<file path="src/rtl/mem_copy_pkg.sv">
// Shared types and constants for the mem_copy block-copy engine.
package mem_copy_pkg;

  localparam int COUNT_BITS = 16;

  typedef enum logic [2:0] {
    IDLE,
    RD,
    LATCH,
    WR,
    FIN
  } state_t;

  // Idle/reset levels of the memory-port outputs.
  localparam logic        MEM_REQ_RST     = 1'b0;
  localparam logic        MEM_WRB_RST     = 1'b1;
  localparam int unsigned MEM_ADDRESS_RST = 0;
  localparam int unsigned MEM_WDATA_RST   = 0;

endpackage

</file>
<file path="src/rtl/mem_copy.sv">
// Block-copy engine on the shared single-port SPRAM (one-cycle read latency).
// Optional block fill is enabled by defining MEM_COPY_FILL_EN.
module mem_copy
  import mem_copy_pkg::*;
#(
  parameter int BITS         = 16,
  parameter int ADDRESS_BITS = 16
) (
  input  logic                    CLK,
  input  logic                    RSTb,
  input  logic                    START,
  input  logic [ADDRESS_BITS-1:0] SRC_ADDR,
  input  logic [ADDRESS_BITS-1:0] DST_ADDR,
  input  logic [COUNT_BITS-1:0]   COUNT,
`ifdef MEM_COPY_FILL_EN
  input  logic                    FILL,
  input  logic [BITS-1:0]         FILL_VALUE,
`endif
  output logic                    BUSY,
  output logic                    DONE,
  output logic                    MEM_REQ,
  input  logic                    MEM_GNT,
  output logic [ADDRESS_BITS-1:0] MEM_ADDRESS,
  output logic [BITS-1:0]         MEM_WDATA,
  input  logic [BITS-1:0]         MEM_RDATA,
  output logic                    MEM_WRb
);

  state_t                  state, next_state;
  logic [ADDRESS_BITS-1:0] src, dst;
  logic [COUNT_BITS-1:0]   remaining;
  logic [BITS-1:0]         data;
  logic                    fill_start, fill_mode;

`ifdef MEM_COPY_FILL_EN
  assign fill_start = FILL;

  always_ff @(posedge CLK) begin
    if (!RSTb) begin
      fill_mode <= 1'b0;
    end else if (state == IDLE && START) begin
      fill_mode <= FILL;
    end
  end
`else
  assign fill_start = 1'b0;
  assign fill_mode  = 1'b0;
`endif

  // NOTE: next_state gets its default before the case so no path leaves it
  // unassigned; otherwise synthesis infers a latch.
  always_comb begin
    next_state = state;
    unique case (state)
      IDLE: begin
        if (START) begin
          if (COUNT == '0)     next_state = FIN;
          else if (fill_start) next_state = WR;
          else                 next_state = RD;
        end
      end
      RD:    if (MEM_GNT) next_state = LATCH;
      LATCH: next_state = WR;
      WR: begin
        if (MEM_GNT) begin
          if (remaining == COUNT_BITS'(1)) next_state = FIN;
          else if (fill_mode)              next_state = WR;
          else                             next_state = RD;
        end
      end
      FIN:     next_state = IDLE;
      default: next_state = IDLE;
    endcase
  end

  // NOTE: the data register is a single word, not a memory array, so it is
  // reset; MEM_WDATA is observed directly and must come out of reset at 0.
  always_ff @(posedge CLK) begin
    // NOTE: non-blocking assignments so every register samples pre-edge values.
    if (!RSTb) begin
      state     <= IDLE;
      src       <= ADDRESS_BITS'(MEM_ADDRESS_RST);
      dst       <= ADDRESS_BITS'(MEM_ADDRESS_RST);
      remaining <= '0;
      data      <= BITS'(MEM_WDATA_RST);
    end else begin
      state <= next_state;
      case (state)
        IDLE: begin
          if (START && COUNT != '0) begin
            src       <= SRC_ADDR;
            dst       <= DST_ADDR;
            remaining <= COUNT;
`ifdef MEM_COPY_FILL_EN
            if (FILL) data <= FILL_VALUE;
`endif
          end
        end
        // The read was issued in RD; its data is on the bus now regardless of grant.
        LATCH: begin
          data <= MEM_RDATA;
          src  <= src + 1'b1;
        end
        WR: begin
          if (MEM_GNT) begin
            dst       <= dst + 1'b1;
            remaining <= remaining - 1'b1;
          end
        end
        default: ;
      endcase
    end
  end

  // Only MEM_WRb looks at MEM_GNT combinationally; everything else is registered.
  assign BUSY        = (state != IDLE);
  assign DONE        = (state == FIN);
  assign MEM_REQ     = BUSY ? 1'b1 : MEM_REQ_RST;
  assign MEM_ADDRESS = (state == WR) ? dst : src;
  assign MEM_WDATA   = data;
  assign MEM_WRb     = (state == WR) ? ~MEM_GNT : MEM_WRB_RST;

endmodule

</file>
<file path="config.mk">
export PLATFORM = sky130hd
export DESIGN_NAME = mem_copy
export DESIGN_NICKNAME = d
export VERILOG_FILES = /design/src/rtl/mem_copy_pkg.sv /design/src/rtl/mem_copy.sv
export SDC_FILE = /design/constraint.sdc
export NUM_CORES = 1
export LEC_CHECK = 0
export CAP_MARGIN = 30
export CORE_MARGIN = 10
export CORE_UTILIZATION = 48
export DETAILED_ROUTE_END_ITERATION = 7
export PLACE_DENSITY = 0.91
export SKIP_CTS_REPAIR_TIMING = 1
export SLEW_MARGIN = 20
export SYNTH_ARGS = -nofsm -noshare
export SYNTH_HDL_FRONTEND = slang
export SYNTH_SLANG_ARGS = --single-unit
</file>
<file path="constraint.sdc">
create_clock -name CLK -period 2.35 [get_ports CLK]
set_clock_uncertainty 0.05 [all_clocks]
set_input_delay 0.3525 -clock CLK [delete_from_list [all_inputs] [get_ports CLK]]
set_output_delay 0.3525 -clock CLK [all_outputs]
set_load 0.05 [all_outputs]
</file>
# After elaboration in Yosys (flattened, before gate mapping)
# Index checks and enable logic that the tools add are counted.
word_totals:
  reg_bits: 67
classes:
  eq_ne: 9
  addsub: 3
  n_bitwise: 1
  n_mux: 17
  reduce_logical: 10
op_table:
  columns: ["operator", "count"]
  rows:
  - ["16-bit two-way mux", 6]
  - ["16-bit one-hot mux with 2 select lines", 3]
  - ["16-bit by 1-bit adder with 16-bit output, second input constant", 2]
  - ["16-bit by 1-bit equality test with 1-bit output, second input constant", 1]
  - ["16-bit logical NOT", 1]
  - ["16-bit nonzero test", 1]
  - ["16-bit by 1-bit subtractor with 16-bit output, second input constant", 1]
  - ["3-bit two-way mux", 5]
  - ["3-bit one-hot mux with 4 select lines", 1]
  - ["2-bit inequality test, second input constant", 4]
  - ["3-bit by 2-bit equality test with 1-bit output, second input constant", 2]
  - ["3-bit AND reduction", 2]
  - ["2-bit nonzero test", 2]
  - ["3-bit by 1-bit equality test with 1-bit output, second input constant", 1]
  - ["3-bit equality test, second input constant", 1]
  - ["3-bit logical NOT", 1]
  - ["3-bit nonzero test", 1]
  - ["1-bit two-way mux", 2]
  - ["2-bit AND reduction", 1]
  - ["1-bit logical AND", 1]
  - ["1-bit NOT", 1]

# Depth between registers and ports, before layout
# Gate-level depths: netlist (run 1).
logic_depth:
  ltp_word: 4
  ltp_mapped: 10
  ltp_nobuf: 7

# Worst setup path after synthesis (run 1)
# Ideal clock, no wire load.
synth_path:
  kind: "flip-flop to output port"
  startpoint: "register state[0]"
  endpoint: "output port MEM_ADDRESS[10]"
  stages_incl_launch_ff: 7
  slack_ps: -290
  path_buffers: 4
  arrival_time_ps: 2237
  path_cell_list: "dfxtp_1 buf_4 and3b_1 buf_2 clkbuf_1 clkbuf_1 o21ai_0"
synth_between:
  elab_chain_cells: 2
synth_lines:
  columns: ["item", "line_no", "rtl"]
  rows:
  - ["start, declared", "mem_copy.sv:29", "state_t state, next_state;"]
  - ["start signal, assigned", "mem_copy.sv:87", "state <= next_state;"]
  - ["3-bit by 2-bit equality test with 1-bit output", "mem_copy.sv:119", "assign MEM_ADDRESS = (state == WR) ? dst : src;"]
  - ["16-bit two-way mux", "mem_copy.sv:119", null]
  - ["end, declared", "mem_copy.sv:23", "output logic [ADDRESS_BITS-1:0] MEM_ADDRESS,"]
# No other way between the ends.

# Worst setup path in the final report (run 1)
layout_path:
  startpoint: "register state[2]"
  endpoint: "output port MEM_ADDRESS[10]"
# The elaborated chain is that of the path after synthesis.

==> results.cfg, run 1 <==
[logic_synthesis]
synth-async-reset-ratio_pct = 0
synth-main-ff-cell = dfxtp_1
synth_enable_flop_cells = 0
synth.distinct_cells = 57
syn_area_um2 = 3745
yosysSeqAreaShare_pct = 35.82
synth_area_leaders = dfxtp_1, nand2_1, a21oi_1, o21ai_0, clkbuf_1
synthesis.nets = 591
yosysTopAreaCell = dfxtp_1
synth_common_cells = nand2_1, dfxtp_1, a21oi_1
ys_warn_count = 0
synth.most_common_cell = nand2_1
ys_seq_elements = 67
syn-instance-count = 519
avgSynthCellArea_um2 = 7.215
yosysTopAreaCellShare_pct = 35.82

[timing]
rsz0062_at_grt = no
period_needed_ns = 2.244
finalSetupViolCount = 0
final_max_slew_viol_count = 0
setup_tns_ns = 0
worst_slack_ns = 0.1063
worst_slew_pin_slew_ns = 0.5191
relSlewSlack_pct = 65.29
fin_crit_sh_pct = 95.48
hold_viol_final = 0
max_freq_mhz = 445.7

[global_route]
grt_overflow = 0
grt_pass1_wl_um = 20960
grt_use_met1_pct = 24.83
antenna_found_initial = 0
met2_usage_pct = 36.77
track_usage_pct = 21.73
busiest_layer = met2
grt_max_degree = 40
grt_use_met3_pct = 7.436
grt_pass1_vias = 4181

[critical_path]
cp-start-kind = flip-flop
crit_fanout = 34
critPathMaxStageDelay_ns = 0.45
slowest_stage = dfxtp_1
cp-end-kind = output pin
critical_path_class = flip-flop to output pin
critPathRequiredTime_ns = 1.95
arrival_ns = 1.84
crit_chain = and3b_1 > buf_6 > o21ai_0 > buf_12

[outcome]
status = completed

[floorplanning]
core_um2 = 7647
rows = 32
dieWidth_um = 108.3
die_area_um2 = 11730
die_h_um = 108.3
start_util_pct = 48.97
ioPinCount = 104

[clocking]
clk_latency_ns = 0.35
numClockSinks = 67
cts-root-buf = clkbuf_8
cts_tree = done
cts_max_path_buffers = 2
htreeDepth = 3
cts_buffers = 9
clk_pin_slew_ns = 0.07

[placed_design]
finalWeightedCongestion = 0.9337
post-place-ws_ns = -0.1607
placed_cells = 720
portBuffers = 103
placed_area_um2 = 5147
dp_hpwl_um = 9402

[detailed_routing]
via_per_inst = 5.993
vias = 4411
ant_nets = 0
first_pass_iters = 6
routed_wl_um = 12970
drc_errors = 0
drt_iter0_markers = 327
detail_route.wl_per_cell_um = 17.62

[finish]
fillers = 573
drive_gt1_share_pct = 11.99
area_growth_pct = 43.50
final_cells = 736
diodes = 0
nNetsFinal = 702
final_core_util_pct = 70.27
fin_area_um2 = 5374

[run]
maxCapViolCount = 0

[power]
power_density_nw_per_um2 = 741.5
leakage_uw = 0.002018
peakVddDrop_uv = 557.6

[worst_hold_path]
hp-class = flip-flop to flip-flop
[power breakdown]
part	total, uW	switching (uW)	internal (uW)
sequential	1450	173	1280
clock	1020	423	601
combinational	1510	858	653
[layer usage]
| layer | part of all wire [%] | wire, um | vias to the layer above |
|---|---|---|---|
| met1 | 38 | 4873 | 1990 |
| met4 | 2.6 | 343 | 0 |
| met3 | 12 | 1500 | 35 |
| met5 | 0 | 0 | - |
| met2 | 48 | 6249 | 288 |
| li1 | - | - | 2098 |
[worst max-delay path, delay by kind of cell, from the launching register on]
kind / cells / cell delay (ns)
compound gates: 1 / 0.39
buf+inv: 2 / 0.40
flops: 1 / 0.45
simple gates: 1 / 0.25
[path summary, 6_finish.rpt]
check,slack [ns],startpoint,endpoint,cells after the start
max,0.11,state[2],MEM_ADDRESS[10],4
min,0.40,MEM_WDATA[13],MEM_WDATA[13],2
max reg2reg,0.23,src[6],src[14],5
min reg2reg,0.40,MEM_WDATA[13],MEM_WDATA[13],2
[state kept, by name, summed over array words and instances (netlist names)]
register,flops
state,3
src,16
dst,16
MEM_WDATA,16
remaining,16
[layout by cell type, fill, tap and decap left out, types with 6 or more instances in the layout]
cell,n
nand4_1,10
nor2_1,25
buf_12,17
buf_4,33
inv_1,12
nor4_1,10
o21ai_0,35
nand2_1,122
a21oi_1,61
a31oi_1,7
o22ai_1,6
nor3_1,12
nand3_1,17
and3_1,9
clkdlybuf4s50_1,83
clkbuf_8,13
xnor2_1,6
dfxtp_1,65
[layout make-up]
class / instances / area, um^2 / share of cell area [%]
Clock buffer: 14 / 182.7 / 3.399
Timing Repair Buffer: 134 / 1430 / 26.61
Multi-Input combinational cell: 404 / 2207 / 41.07
Clock inverter: 1 / 30.03 / 0.5588
Sequential cell: 67 / 1344 / 25.01
Tap cell: 102 / 127.6 / 2.375
Inverter: 14 / 52.55 / 0.9779
[logic make-up (layout without fill, tap and decap cells)]
| family | after synthesis | count (layout) | share of synthesized area [%] |
|---|---|---|---|
| simple gates | 231 | 231 | 29.34 |
| compound gates | 157 | 157 | 25.33 |
| flops | 67 | 67 | 35.82 |
| buf+inv | 48 | 163 | 5.245 |
| xor+xnor | 8 | 8 | 1.871 |
| fa+ha+maj | 4 | 4 | 1.337 |
| mux | 4 | 4 | 1.069 |
[through the flow]
step,power (uW),hold slack [ns]
floorplan,2300,0.3893
global placement,2893,0.3907
detailed placement,2941,0.3969
CTS,3952,0.4052
global route,4161,0.4247
finish,3985,0.4042
Note: power is estimated with default switching activity, not from simulation.
==> run 2: changes to the inputs <==
--- a/config.mk
+++ b/config.mk
@@ -7,9 +7,9 @@
 export LEC_CHECK = 0
 export CAP_MARGIN = 30
 export CORE_MARGIN = 10
-export CORE_UTILIZATION = 48
+export CORE_UTILIZATION = 52
 export DETAILED_ROUTE_END_ITERATION = 7
-export PLACE_DENSITY = 0.91
+export PLACE_DENSITY = 0.95
 export SKIP_CTS_REPAIR_TIMING = 1
 export SLEW_MARGIN = 20
 export SYNTH_ARGS = -nofsm -noshare
==> constraint.sdc (replaced) <==
create_clock -name CLK -period 2.8 [get_ports CLK]
set_clock_uncertainty 0.05 [all_clocks]
set_input_delay 0.42 -clock CLK [delete_from_list [all_inputs] [get_ports CLK]]
set_output_delay 0.42 -clock CLK [all_outputs]
set_load 0.05 [all_outputs]
==> run 2 against run 1 <==
Combinational power shrank 19%. Wire length shrank 1.1%. Worst setup slack better by 0.090 ns. Non-clock buffer count down 15. First-iteration DRC count up 59%. Core utilization rose by 5.5 points. Register-to-register slack gained 0.25 ns. Die area is 6.3% lower. Largest cell class unchanged. Largest power group unchanged.
==> results.cfg, run 2 (synthesized netlist as in run 1, its figures left out) <==
[outcome]
status = completed

[floorplanning]
rows = 30
core_um2 = 6907
die_area_um2 = 11000
start_util_pct = 54.22
dieWidth_um = 104.9
ioPinCount = 104
die_h_um = 104.9

[worst_hold_path]
hp-class = flip-flop to flip-flop

[global_route]
antenna_found_initial = 0
track_usage_pct = 23.07
grt_overflow = 0
grt_pass1_wl_um = 21370
grt_pass1_vias = 4264
grt_max_degree = 44

[detailed_routing]
routed_wl_um = 12830
drc_errors = 0
ant_nets = 0
vias = 4389
drt_iter0_markers = 521
via_per_inst = 6.138
detail_route.wl_per_cell_um = 17.94
first_pass_iters = 6

[clocking]
clk_pin_slew_ns = 0.07
numClockSinks = 67
clk_latency_ns = 0.35
cts-root-buf = clkbuf_8
cts_buffers = 9
cts_tree = done
cts_max_path_buffers = 2
htreeDepth = 3

[critical_path]
slowest_stage = clkdlybuf4s50_1
crit_fanout = 9
cp-start-kind = flip-flop
critPathRequiredTime_ns = 2.33
crit_chain = nor3_1 > buf_4 > inv_1 > clkdlybuf4s50_1
arrival_ns = 2.13
critPathMaxStageDelay_ns = 0.82
cp-end-kind = output pin
critical_path_class = flip-flop to output pin

[finish]
mostFrequentLayoutCells = nand2_1, clkdlybuf4s50_1, dfxtp_1, a21oi_1, o21ai_0
drive_gt1_share_pct = 9.208
area_growth_pct = 39.76
nNetsFinal = 687
fillers = 507
diodes = 0
final_common_cell = nand2_1
final_cells = 715
final-seq-area_um2 = 1341
multi_input_area_um2 = 2207

[power]
leakage_uw = 0.001938
peakVddDrop_uv = 421.9
power_density_nw_per_um2 = 620.7

[timing]
finalSetupViolCount = 0
relSlewSlack_pct = 43.61
worst_slew_pin_slew_ns = 0.8381
max_freq_mhz = 384.1
fin_crit_sh_pct = 92.99
setup_tns_ns = 0
hold_viol_final = 0
period_needed_ns = 2.604
final_max_slew_viol_count = 0
rsz0062_at_grt = no

[placed_design]
dp_hpwl_um = 9369
finalWeightedCongestion = 0.9176
portBuffers = 103
placed_cells = 700

[run]
maxCapViolCount = 0
==> run 2: cell count changes in the layout (fill, tap and decap cells not counted), sizes merged <==
| cell | change |
|---|---|
| buf | -18 |
| clkbuf | -4 |
| clkinv | +4 |
| clkdlybuf4s50 | +3 |
==> run 2: worst max-delay path: cells and delay by family (launching register included) <==
kind          cells  cell delay [ns]
flops             1             0.55
buf+inv           3             1.11
simple gates      1             0.12
==> run 2: final cells by class <==
type	instances	share of cell area (%)
sequential	67	25.63
clock buffer	10	2.630
clock inverter	5	1.028
inverter	14	1.004
timing repair buffer	119	25.25
multi-input combinational	404	42.17
tap	96	2.295
==> run 2: worst paths after layout <==
path,startpoint,to,slack (ns),cells after the start
worst max-delay path,state[0],BUSY,0.20,4
worst min-delay path,MEM_WDATA[3],MEM_WDATA[3],0.41,2
worst max register to register,state[1],remaining[0],0.48,7
worst min register to register,MEM_WDATA[3],MEM_WDATA[3],0.41,2
==> run 2: layer usage <==
metal	GRT usage, %	wire length, um
met5	0	0
met4	9.510	365
met2	39.77	6360
met3	5.958	1203
met1	26.44	4896
==> run 2: through the flow <==
step / total power [uW] / worst slack (ns) / cell area (um^2) / hold slack [ns] / util [%]
global route: 3402 / 0.1414 / 5234 / 0.4297 / 75.78
detailed placement: 2433 / 0.1685 / 5042 / 0.3965 / 73.01
finish: 3249 / 0.1964 / 5234 / 0.4060 / 75.78
global placement: 2390 / 0.1842 / 5035 / 0.3914 / 72.90
floorplan: 1929 / 0.09283 / 3745 / 0.3893 / -
CTS: 3228 / 0.2223 / 5234 / 0.4067 / 75.78
==> run 2: power by group <==
| part | internal (uW) | leakage, uW | switching [uW] | total [uW] |
|---|---|---|---|---|
| Sequential | 1070 | 0.000549 | 142 | 1210 |
| Clock | 427 | 0.000102 | 377 | 804 |
| Combinational | 521 | 0.00129 | 712 | 1230 |
| Total | 2020 | 0.00194 | 1230 | 3250 |
